File: config.mk
export PLATFORM = sky130hd
export DESIGN_NAME = gyro_sequencer
export DESIGN_NICKNAME = d
export VERILOG_FILES = /design/src/rtl/gyro_sequencer.sv
export SDC_FILE = /design/constraint.sdc
export NUM_CORES = 1
export LEC_CHECK = 0
export BUFFER_PORTS_ARGS = -buffer_cell sky130_fd_sc_hd__buf_4
export CAP_MARGIN = 40
export CORE_ASPECT_RATIO = 1.2
export CORE_MARGIN = 3
export CORE_UTILIZATION = 60
export CTS_BUF_LIST = sky130_fd_sc_hd__clkbuf_4
export DETAILED_ROUTE_END_ITERATION = 7
export GPL_TIMING_DRIVEN = 0
export PLACE_DENSITY = 0.95
export SYNTH_ARGS = -nofsm -noshare
export SYNTH_HDL_FRONTEND = slang
export SYNTH_SLANG_ARGS = --single-unit
File: constraint.sdc
create_clock -name clk -period 5.8 [get_ports clk]
set_clock_uncertainty 0.15 [all_clocks]
set_input_delay 1.16 -clock clk [delete_from_list [all_inputs] [get_ports clk]]
set_output_delay 1.16 -clock clk [all_outputs]
set_load 0.05 [all_outputs]
File: src/rtl/gyro_sequencer.sv
// gyro_sequencer: drives the gyro SPI wrapper through one-time init and periodic reads,
// registers each X/Y/Z triple behind a valid/ready handshake and supervises every
// wrapper transaction with a timeout, plus overrun and drop accounting.
module gyro_sequencer #(
    parameter int unsigned SAMPLE_PERIOD = 100000,
    parameter int unsigned TIMEOUT       = 1000000
) (
    input  logic               clk,
    input  logic               rst,
    input  logic               enable,
    output logic               gyro_start,
    input  logic               gyro_done_init,
    input  logic               gyro_done_read,
    input  logic signed [15:0] gyro_x,
    input  logic signed [15:0] gyro_y,
    input  logic signed [15:0] gyro_z,
    output logic signed [15:0] sample_x,
    output logic signed [15:0] sample_y,
    output logic signed [15:0] sample_z,
    output logic               sample_valid,
    input  logic               sample_ready,
    output logic               initialized,
    output logic               timeout_err,
    output logic [7:0]         overrun_count,
    output logic [7:0]         drop_count
);

    typedef enum logic [1:0] {StIdle, StInit, StWait, StRead} state_e;

    state_e             state_q, state_d;
    logic               done_init_q, done_read_q;
    logic               init_ev, read_ev;
    logic [31:0]        period_q;
    logic [31:0]        tmo_q;
    logic               busy, tick, tmo_hit;
    logic               start_d, start_q;
    logic               capture, init_set, tmo_set;
    logic               initialized_q, timeout_err_q, sample_valid_q;
    logic signed [15:0] sample_x_q, sample_y_q, sample_z_q;
    logic [7:0]         overrun_q, drop_q;

    // Rising-edge events, so level-style or pulse-style done outputs both work.
    assign init_ev = gyro_done_init & ~done_init_q;
    assign read_ev = gyro_done_read & ~done_read_q;

    assign busy    = (state_q == StInit) || (state_q == StRead);
    assign tick    = initialized_q && (state_q != StIdle) && (period_q == SAMPLE_PERIOD - 1);
    assign tmo_hit = busy && (tmo_q == TIMEOUT);

    // Register the wrapper done lines for edge detection.
    always_ff @(posedge clk or negedge rst) begin
        if (!rst) begin
            done_init_q <= 1'b0;
            done_read_q <= 1'b0;
        end else begin
            done_init_q <= gyro_done_init;
            done_read_q <= gyro_done_read;
        end
    end

    // Next-state logic; a done event takes priority over a coincident timeout.
    always_comb begin
        state_d  = state_q;
        start_d  = 1'b0;
        capture  = 1'b0;
        init_set = 1'b0;
        tmo_set  = 1'b0;
        unique case (state_q)
            StIdle: begin
                if (enable) begin
                    state_d = initialized_q ? StWait : StInit;
                    start_d = ~initialized_q;
                end
            end
            StInit: begin
                if (init_ev) begin
                    init_set = 1'b1;
                    state_d  = enable ? StWait : StIdle;
                end else if (tmo_hit) begin
                    tmo_set = 1'b1;
                    // Retry by re-entering INIT; a dropped enable stops after this attempt.
                    if (enable) start_d = 1'b1;
                    else        state_d = StIdle;
                end
            end
            StWait: begin
                if (!enable) begin
                    state_d = StIdle;
                end else if (tick) begin
                    state_d = StRead;
                    start_d = 1'b1;
                end
            end
            StRead: begin
                if (read_ev) begin
                    capture = 1'b1;
                    state_d = enable ? StWait : StIdle;
                end else if (tmo_hit) begin
                    tmo_set = 1'b1;
                    if (enable) start_d = 1'b1;
                    else        state_d = StIdle;
                end
            end
            default: state_d = StIdle;
        endcase
    end

    // State register and the one-cycle start pulse issued on (re-)entry to INIT/READ.
    always_ff @(posedge clk or negedge rst) begin
        if (!rst) begin
            state_q <= StIdle;
            start_q <= 1'b0;
        end else begin
            state_q <= state_d;
            start_q <= start_d;
        end
    end

    // Transaction timeout counter: cleared with each start pulse, counts while busy.
    always_ff @(posedge clk or negedge rst) begin
        if (!rst) begin
            tmo_q <= '0;
        end else if (start_d || !busy) begin
            tmo_q <= '0;
        end else begin
            tmo_q <= tmo_q + 32'd1;
        end
    end

    // Sample period counter: restarts at init completion, frozen in IDLE.
    always_ff @(posedge clk or negedge rst) begin
        if (!rst) begin
            period_q <= '0;
        end else if (init_set) begin
            period_q <= '0;
        end else if (initialized_q && (state_q != StIdle)) begin
            period_q <= tick ? 32'd0 : period_q + 32'd1;
        end
    end

    // Sticky status flags.
    always_ff @(posedge clk or negedge rst) begin
        if (!rst) begin
            initialized_q <= 1'b0;
            timeout_err_q <= 1'b0;
        end else begin
            if (init_set) initialized_q <= 1'b1;
            if (tmo_set)  timeout_err_q <= 1'b1;
        end
    end

    // Sample register with valid/ready; a capture during accept keeps valid high.
    always_ff @(posedge clk or negedge rst) begin
        if (!rst) begin
            sample_x_q     <= '0;
            sample_y_q     <= '0;
            sample_z_q     <= '0;
            sample_valid_q <= 1'b0;
        end else if (capture) begin
            sample_x_q     <= gyro_x;
            sample_y_q     <= gyro_y;
            sample_z_q     <= gyro_z;
            sample_valid_q <= 1'b1;
        end else if (sample_valid_q && sample_ready) begin
            sample_valid_q <= 1'b0;
        end
    end

    // Saturating overrun (tick while reading) and drop (overwrite unconsumed) counters.
    always_ff @(posedge clk or negedge rst) begin
        if (!rst) begin
            overrun_q <= '0;
            drop_q    <= '0;
        end else begin
            if (tick && (state_q == StRead) && (overrun_q != 8'hFF)) begin
                overrun_q <= overrun_q + 8'd1;
            end
            if (capture && sample_valid_q && !sample_ready && (drop_q != 8'hFF)) begin
                drop_q <= drop_q + 8'd1;
            end
        end
    end

    assign gyro_start    = start_q;
    assign sample_x      = sample_x_q;
    assign sample_y      = sample_y_q;
    assign sample_z      = sample_z_q;
    assign sample_valid  = sample_valid_q;
    assign initialized   = initialized_q;
    assign timeout_err   = timeout_err_q;
    assign overrun_count = overrun_q;
    assign drop_count    = drop_q;

endmodule

; ---- Word-level counts from Yosys, hierarchy flattened
; Cells that the tools add are included.
[word_totals]
in_bits = 54
out_inout_bits = 68
register_bits = 136
elab_cells = 82
[classes]
muxes = 32
bitwise_logic = 5
n_addsub = 4
eq_ne = 9
n_reduce_logical = 18
[op_table]
columns = op, count
row1 = 2-to-1 mux 32 bit, 4
row2 = adder 32 x 1 -> 32 bit (second input constant), 2
row3 = == test 32 x 17 -> 1 bit (second input constant), 1
row4 = == test 32 x 20 -> 1 bit (second input constant), 1
row5 = 2-to-1 mux 2 bit, 9
row6 = adder 8 x 1 -> 8 bit (second input constant), 2
row7 = 2-to-1 mux 1 bit, 16
row8 = != test 8 bit (second input constant), 2
row9 = logical AND 1 bit, 9
row10 = case mux 2 bit (4 select lines), 1
row11 = nonzero test 2 bit, 3
row12 = == test 2 bit (second input constant), 2
row13 = case mux 1 bit (4 select lines), 1
row14 = != test 3 bit (second input constant), 1
row15 = NOT 1 bit, 3
row16 = bitwise AND 1 bit, 2
row17 = == test 2 x 1 -> 1 bit (second input constant), 1
row18 = logical NOT 1 bit, 2
row19 = logical NOT 2 bit, 1
row20 = logical OR 1 bit, 2
row21 = != test 2 bit (second input constant), 1
row22 = case mux 1 bit (2 select lines), 1
row23 = AND reduction 2 bit, 1

; ---- Longest topological paths before layout
; Gate-level depths: netlist of run 1.
[depth]
word_depth = 8
mapped_depth = 8

; ---- Worst setup path after synthesis of run 1
; Ideal clock, no wire load.
[synth_path]
path_type = input -> register
start = input gyro_done_init
end = register period_q[23]
arrival_ns = 2.681
path_slack_ns = 2.891
cell_stages = 5
setup_ns = 0.078
path_buffers = 0
path_cell_list = nor3b_4 o2111ai_4 or3_4 or4_1 a21oi_1
[synth_between]
elab_chain_len = 4
[synth_rtl]
columns = element, line
row1 = from (decl), 12  ; input logic gyro_done_init,
row2 = bitwise AND 1 bit *, 43  ; assign init_ev = gyro_done_init & ~done_init_q;
row3 = 2-to-1 mux 1 bit *, 76  ; if (init_ev) begin
row4 = 2-to-1 mux 1 bit *, 68  ; unique case (state_q)
row5 = 2-to-1 mux 32 bit or nonzero test 2 bit (tied branches), --
row6 = to (signal assigned), 137  ; period_q <= tick ? 32'd0 : period_q + 32'd1;
row7 = to (decl), 33  ; logic [31:0] period_q;
; Mark *: on every way between the ends. The rest lies on a longest branch, timed or not.
; A chain may end at the register's enable or synchronous reset.

; ---- Worst setup path in the final report of run 1
[layout_path]
start = register tmo_q[0]
end = register tmo_q[23]
[layout_between]
elab_chain_len = 7
[layout_rtl]
columns = element, line
row1 = from (decl), 34  ; logic [31:0] tmo_q;
row2 = from (signal assigned), 126  ; tmo_q <= tmo_q + 32'd1;
row3 = == test 32 x 20 -> 1 bit, 48  ; assign tmo_hit = busy && (tmo_q == TIMEOUT);
row4 = logical AND 1 bit, 48
row5 = 2-to-1 mux 1 bit, 98  ; end else if (tmo_hit) begin
row6 = "2-to-1 mux 1 bit, on equally long branches", "95, 76"
row7 = case mux 1 bit (4 select lines), 68
row8 = logical OR 1 bit, 123  ; end else if (start_d || !busy) begin
row9 = 2-to-1 mux 32 bit *, 123
; Marks and branches as above.

==> out/results.tsv, run 1 <==
metric	value	unit
die_h	119	um
period_share	49.0	%
cts.sinks	136	
clock_latency	0.54	ns
relSlewSlack	34.4	%
layout_min_cycle_time	2.84	ns
vias	5399	
status	complete, no violations	
crit_end	tmo_q[23]	
cts_hold_buf	0	
ys.flop_type	dfrtp_1	
rsz0062_at_grt	no	
final_antenna_net_count	0	
initial_core_util	62.5	%
slew_viol_final	0	
num_rows	40	
drcViolationCount	0	
cp-end-kind	flop	
r2r_setup_slack	2.96	ns
drive_above_1_share	29.2	%
async_flop_share	100	%
antenna_found_initial	0	
wl_per_cell	20.2	um
r2r-start	tmo_q[0]	
syn-num-nets	649	
yosysSeqAreaShare	53.3	%
critPathKind	flop to flop	
numCtsBuffers	17	
viasPerCell	6.21	
clk_path_buf_depth	2	
cts_setup_buffers	0	
dieArea	11900	um2
h-tree-depth	4	
path_clk_slew	0.11	ns
start_kind	flop	
ys_warn_count	0	
gp_congestion	0.900	
syn_avg_cell_area	10.8	um2
r2r_cells	8	
overflow	0	
setup_viol	0	
synth_area	6380	um2
track_usage	30.2	%
critPathMaxFanout	10	
clock.fmax	0.352	GHz
io_pins	122	
tritoncts	built	
first_global_vias	5586	
synthDistinctLibCells	49	
die_w	100	um
cts-root-buf	clkbuf_4	
r2r-end	tmo_q[23]	
wl	17500	um
num-nets-final	790	
hold_class	flop to flop	
core	10200	um2
synth_edf_count	0	
tightest_slew	0.959	ns
total_power	3.40	mW
hold_viol	0	
synthToLayoutAreaGrowth	21.9	%
crit_start	tmo_q[0]	
grt_pass1_wl	28300	um
maxCapViolCount	0	
antennaDiodeCount	0	
portBuffers	121	
synth-seq-cells	136	
arrival	3.09	ns
grt_max_degree	76	
synthCells	590	
drt_pass1_iterations	5	
hpwlAfterDp	11800	um
required	6.05	ns
vdd_drop_max	336	uV
tns	0	ns
cts_resized	0	
power.leakage	3.46	nW
p_per_area	436	nW/um2
dr.first_iter.drc_count	421	
==> layout by cell type (no fill, tap or decap), types with 18 or more instances in the layout <==
master | netlist | layout
mux2_2 | 53 | 53
xor2_1 | 18 | 18
xnor2_1 | 40 | 40
clkbuf_4 | 0 | 20
nand3_1 | 31 | 31
nand2_1 | 43 | 43
nand4_1 | 27 | 27
dfrtp_1 | 136 | 136
nor3_1 | 22 | 22
buf_4 | 0 | 120
nor2_1 | 64 | 64
==> critical path, cell delays in order, from the launching register on <==
cell and delay (ns):
dfrtp_1 0.47, inv_1 0.10, ha_1 0.14, nor4bb_1 0.28, nand4_1 0.13, nor3_1 0.58, a31o_2 0.32, clkbuf_1 0.42
nor2_1 0.11
==> per-stage QoR <==
stage	cells	instance area, um2	setup WS (ns)	hold WS (ns)	utilization [%]
6_report	870	7780	2.96	0.371	76.2
5_1_grt	870	7780	2.75	0.389	76.2
4_1_cts	870	7780	3.02	0.369	76.2
3_3_place_gp	837	7450	2.59	0.301	73.0
2_1_floorplan	590	6380	2.89	0.316	-
3_5_place_dp	838	7480	2.55	0.316	73.3
==> Yosys cell counts, types with 2 or more instances <==
library cell	n	area share (%)
nand4_1	27	2.6
and2_1	8	0.78
xor2_1	18	2.5
clkbuf_1	17	1.0
a21o_1	2	0.24
o21ai_1	2	0.16
or2_2	3	0.29
ha_1	5	0.98
nor3_1	22	1.7
a21oi_1	10	0.78
buf_2	2	0.16
nand2b_1	4	0.39
or4_1	4	0.47
nand3_1	31	2.4
xnor2_1	40	5.5
and4_1	9	1.2
dfrtp_1	136	53
nor4_1	17	1.7
o21ai_0	8	0.63
and3_1	10	0.98
nor2_1	64	3.8
nor4b_1	2	0.27
inv_1	11	0.65
nor4bb_1	4	0.63
mux2_2	53	9.3
nand2_1	43	2.5
a311oi_1	2	0.27
or3_1	5	0.49
o31ai_1	2	0.24
a41oi_1	2	0.27
a31oi_1	9	0.88
==> how the worst min path moves through the flow <==
stage                      start            to  depth (start not counted)
global placement     timeout_err   timeout_err                          1
floorplan           period_q[29]  period_q[29]                          1
CTS                 period_q[29]  period_q[29]                          1
detailed placement   timeout_err   timeout_err                          1
finish               sample_x[7]   sample_x[7]                          1
global route        sample_x[14]  sample_x[14]                          1
==> flip-flops by register name (all words and copies together) (netlist names) <==
| name | count |
|---|---|
| overrun_count | 8 |
| done_init_q | 1 |
| sample_valid | 1 |
| sample_y | 16 |
| sample_x | 16 |
| period_q | 32 |
| drop_count | 8 |
| timeout_err | 1 |
| done_read_q | 1 |
| sample_z | 16 |
| initialized | 1 |
| state_q | 2 |
| gyro_start | 1 |
| tmo_q | 32 |
==> cells by family (layout without fill, tap and decap cells) <==
family	count (synthesis)	after routing	synth area share, %
AND/OR/NAND/NOR	259	259	21.2
flip-flops	136	136	53.3
XOR/XNOR	58	58	7.96
multiplexers	54	54	9.50
AO/OA/AOI/OAI	46	46	4.98
buffers and inverters	32	186	2.04
adder cells (fa/ha/maj)	5	5	0.980
==> final cells by class <==
type / instances / area, um2
Buffer: 21 / 88.8
Clock inverter: 12 / 151
Timing Repair Buffer: 122 / 940
Sequential cell: 136 / 3400
Fill cell: 624 / 2430
Inverter: 11 / 41.3
Multi-Input combinational cell: 422 / 2850
Clock buffer: 20 / 150
Tap cell: 126 / 158
==> routing by layer <==
metal | routed length, um | global-route usage [%]
met3 | 1240 | 8.20
met4 | 754 | 13.6
met2 | 9370 | 52.9
met1 | 6180 | 33.8
met5 | 0 | 0
==> power breakdown <==
group	switching [mW]	total, mW	internal (mW)
logic	0.993	1.45	0.455
clock network	0.349	0.661	0.312
registers	0.142	1.29	1.14
total	1.48	3.40	1.91
Power figures use the tool's default switching activity.
==> run 2, diff against run 1 <==
--- a/config.mk
+++ b/config.mk
@@ -5,15 +5,16 @@
 export SDC_FILE = /design/constraint.sdc
 export NUM_CORES = 1
 export LEC_CHECK = 0
+export ABC_AREA = 1
 export BUFFER_PORTS_ARGS = -buffer_cell sky130_fd_sc_hd__buf_4
 export CAP_MARGIN = 40
 export CORE_ASPECT_RATIO = 1.2
 export CORE_MARGIN = 3
-export CORE_UTILIZATION = 60
+export CORE_UTILIZATION = 53
 export CTS_BUF_LIST = sky130_fd_sc_hd__clkbuf_4
 export DETAILED_ROUTE_END_ITERATION = 7
 export GPL_TIMING_DRIVEN = 0
-export PLACE_DENSITY = 0.95
+export PLACE_DENSITY = 0.89
 export SYNTH_ARGS = -nofsm -noshare
 export SYNTH_HDL_FRONTEND = slang
 export SYNTH_SLANG_ARGS = --single-unit
==> constraint.sdc (replaced) <==
create_clock -name clk -period 2.48 [get_ports clk]
set_clock_uncertainty 0.15 [all_clocks]
set_input_delay 0.496 -clock clk [delete_from_list [all_inputs] [get_ports clk]]
set_output_delay 0.496 -clock clk [all_outputs]
set_load 0.05 [all_outputs]
==> run 2 against run 1 <==
Effect of this change: utilization down 5.5 points; synthesized cell count up 47%; clock power rose to 2.6 times the previous value; critical path type unchanged; critical endpoint is now period_q[18]; largest cell class unchanged.
==> out/results.tsv, run 2 <==
metric	value	unit
track_usage	31.2	%
synthToLayoutAreaGrowth	27.7	%
worst_slack	0.151	ns
r2r-start	period_q[0]	
tns	0	ns
critPathMaxFanout	10	
final_cell_mix	200 x nand2_1, 136 x dfrtp_1, 135 x nor2_1, 122 x buf_4, 96 x inv_1	
hpwlAfterDp	14700	um
hold_viol	0	
layout_commonest_cell	nand2_1	
initial_core_util	55.4	%
wl_met1	8180	um
place_area	8320	um2
vias	6891	
critPathKind	flop to flop	
num_rows	45	
p_per_area	957	nW/um2
drt_pass1_iterations	8	
min_from	enable	
num-nets-final	1119	
die_w	112	um
wl	23400	um
synth_edf_count	0	
dr.first_iter.drc_count	798	
highest_layer	met4	
slew_viol_final	0	
cp-end-kind	flop	
design_area	9160	um2
synth_area_leaders	dfrtp_1 47%, nand2_1 10%, mux2_2 7.8%, nor2_1 7.1%, inv_1 5.0%	
period_share	93.9	%
rsz0062_at_grt	no	
core	12900	um2
arrival	2.65	ns
hold_class	input port to flop	
synth_top_area_share	47.4	%
tightest_slew	0.768	ns
async_flop_share	100	%
cts_setup_buffers	0	
crit_start	period_q[0]	
drive_above_1_share	21.3	%
synth-seq-cells	136	
post-route-util	70.7	%
gp_congestion	0.961	
yosys.area.top_type	dfrtp_1	
ys_top_cells_by_count	200 x nand2_1, 136 x dfrtp_1, 135 x nor2_1	
setup_viol	0	
dr_wl_met2	12200	um
syn_avg_cell_area	8.27	um2
ys.flop_type	dfrtp_1	
grt_max_degree	83	
io_pins	122	
start_kind	flop	
die_h	133	um
overflow	0	
syn-num-nets	926	
wl_met3	1330	um
r2r_cells	9	
final_antenna_net_count	0	
grt_pass1_wl	36200	um
required	2.80	ns
h-tree-depth	4	
antenna_found_initial	2	
first_global_vias	7091	
synthCells	867	
relSlewSlack	48.8	%
cts-root-buf	clkbuf_4	
ys_warn_count	0	
numCtsBuffers	17	
min_path_cells	3	
top_regs	period_q: 32 flops, tmo_q: 32 flops	
clk_path_buf_depth	2	
clock_latency	0.60	ns
viasPerCell	5.56	
tritoncts	built	
layout_min_cycle_time	2.33	ns
cts_resized	0	
clock.fmax	0.429	GHz
synth_area	7170	um2
synth_most_common_cell	nand2_1	
drcViolationCount	0	
path_clk_slew	0.13	ns
place_ws	0.231	ns
dieArea	15000	um2
portBuffers	121	
power.leakage	4.27	nW
yosysSeqAreaShare	47.4	%
maxCapViolCount	0	
cts.sinks	136	
total_power	8.77	mW
status	complete, no violations	
vdd_drop_max	953	uV
synthDistinctLibCells	30	
wl_per_cell	18.9	um
==> run 2: logic make-up (layout without fill, tap and decap cells) <==
family | after synthesis | after routing | synth area share [%]
buffers and inverters | 115 | 321 | 6.71
adders and majority gates | 5 | 5 | 0.872
AOI/OAI and AO/OA | 32 | 32 | 2.35
other | 0 | 2 | 0
muxes | 50 | 50 | 7.85
DFF | 136 | 136 | 47.4
and+or+nand+nor | 482 | 482 | 29.0
xor gates and xnor gates | 47 | 47 | 5.74
==> run 2: per-layer routing <==
metal | vias up | GRT usage [%]
met4 | 0 | 21.3
met3 | 108 | 6.27
met5 | - | 0
met1 | 3250 | 33.3
li1 | 3185 | -
met2 | 348 | 55.0
==> run 2: stage by stage <==
step	cells	hold WS, ns
after floorplan	867	0.0504
after global placement	1152	0.299
after detailed placement	1153	0.309
after CTS	1236	0.0104
after global routing	1239	0.0704
final	1239	0.0866
==> run 2: power by group <==
group | internal (mW) | switching [mW]
clock | 0.721 | 0.977
combinational | 1.23 | 2.61
sequential | 2.74 | 0.482
total | 4.69 | 4.07
==> run 2: final timing paths <==
| kind | slack, ns | end |
|---|---|---|
| worst max-delay path | 0.15 | period_q[18] |
| worst min-delay path | 0.09 | state_q[1] |
| worst max register to register | 0.15 | period_q[18] |
| worst min register to register | 0.34 | timeout_err |
| max in group asynchronous | 1.08 | period_q[24] |
| min in group asynchronous | 0.35 | sample_y[3] |
==> run 2: area by class of cell <==
type                            instances  area [um2]
Fill cell                             924        3790
Sequential cell                       136        3400
Multi-Input combinational cell        616        3290
Timing Repair Buffer                  174        1460
Inverter                               97         364
Tap cell                              164         205
Clock inverter                         15         189
Clock buffer                           17         128
Buffer                                 18         118
Antenna cell                            2        5.00
==> run 2: worst max-delay path: stages (launching register included) <==
cell and delay, ns:
dfrtp_1 0.46, ha_1 0.21, nand3_1 0.18, nor2_1 0.31, inv_1 0.12, nor3_2 0.19, nand2_1 0.10, nand2_1 0.20
buf_4 0.23, nor2_1 0.06
==> run 2: timing repair <==
| action | in CTS | in global routing |
|---|---|---|
| hold endpoints to repair | 131 | 1 |
| endpoints found under the setup margin | 0 | 0 |
| hold buffers | 51 | 1 |
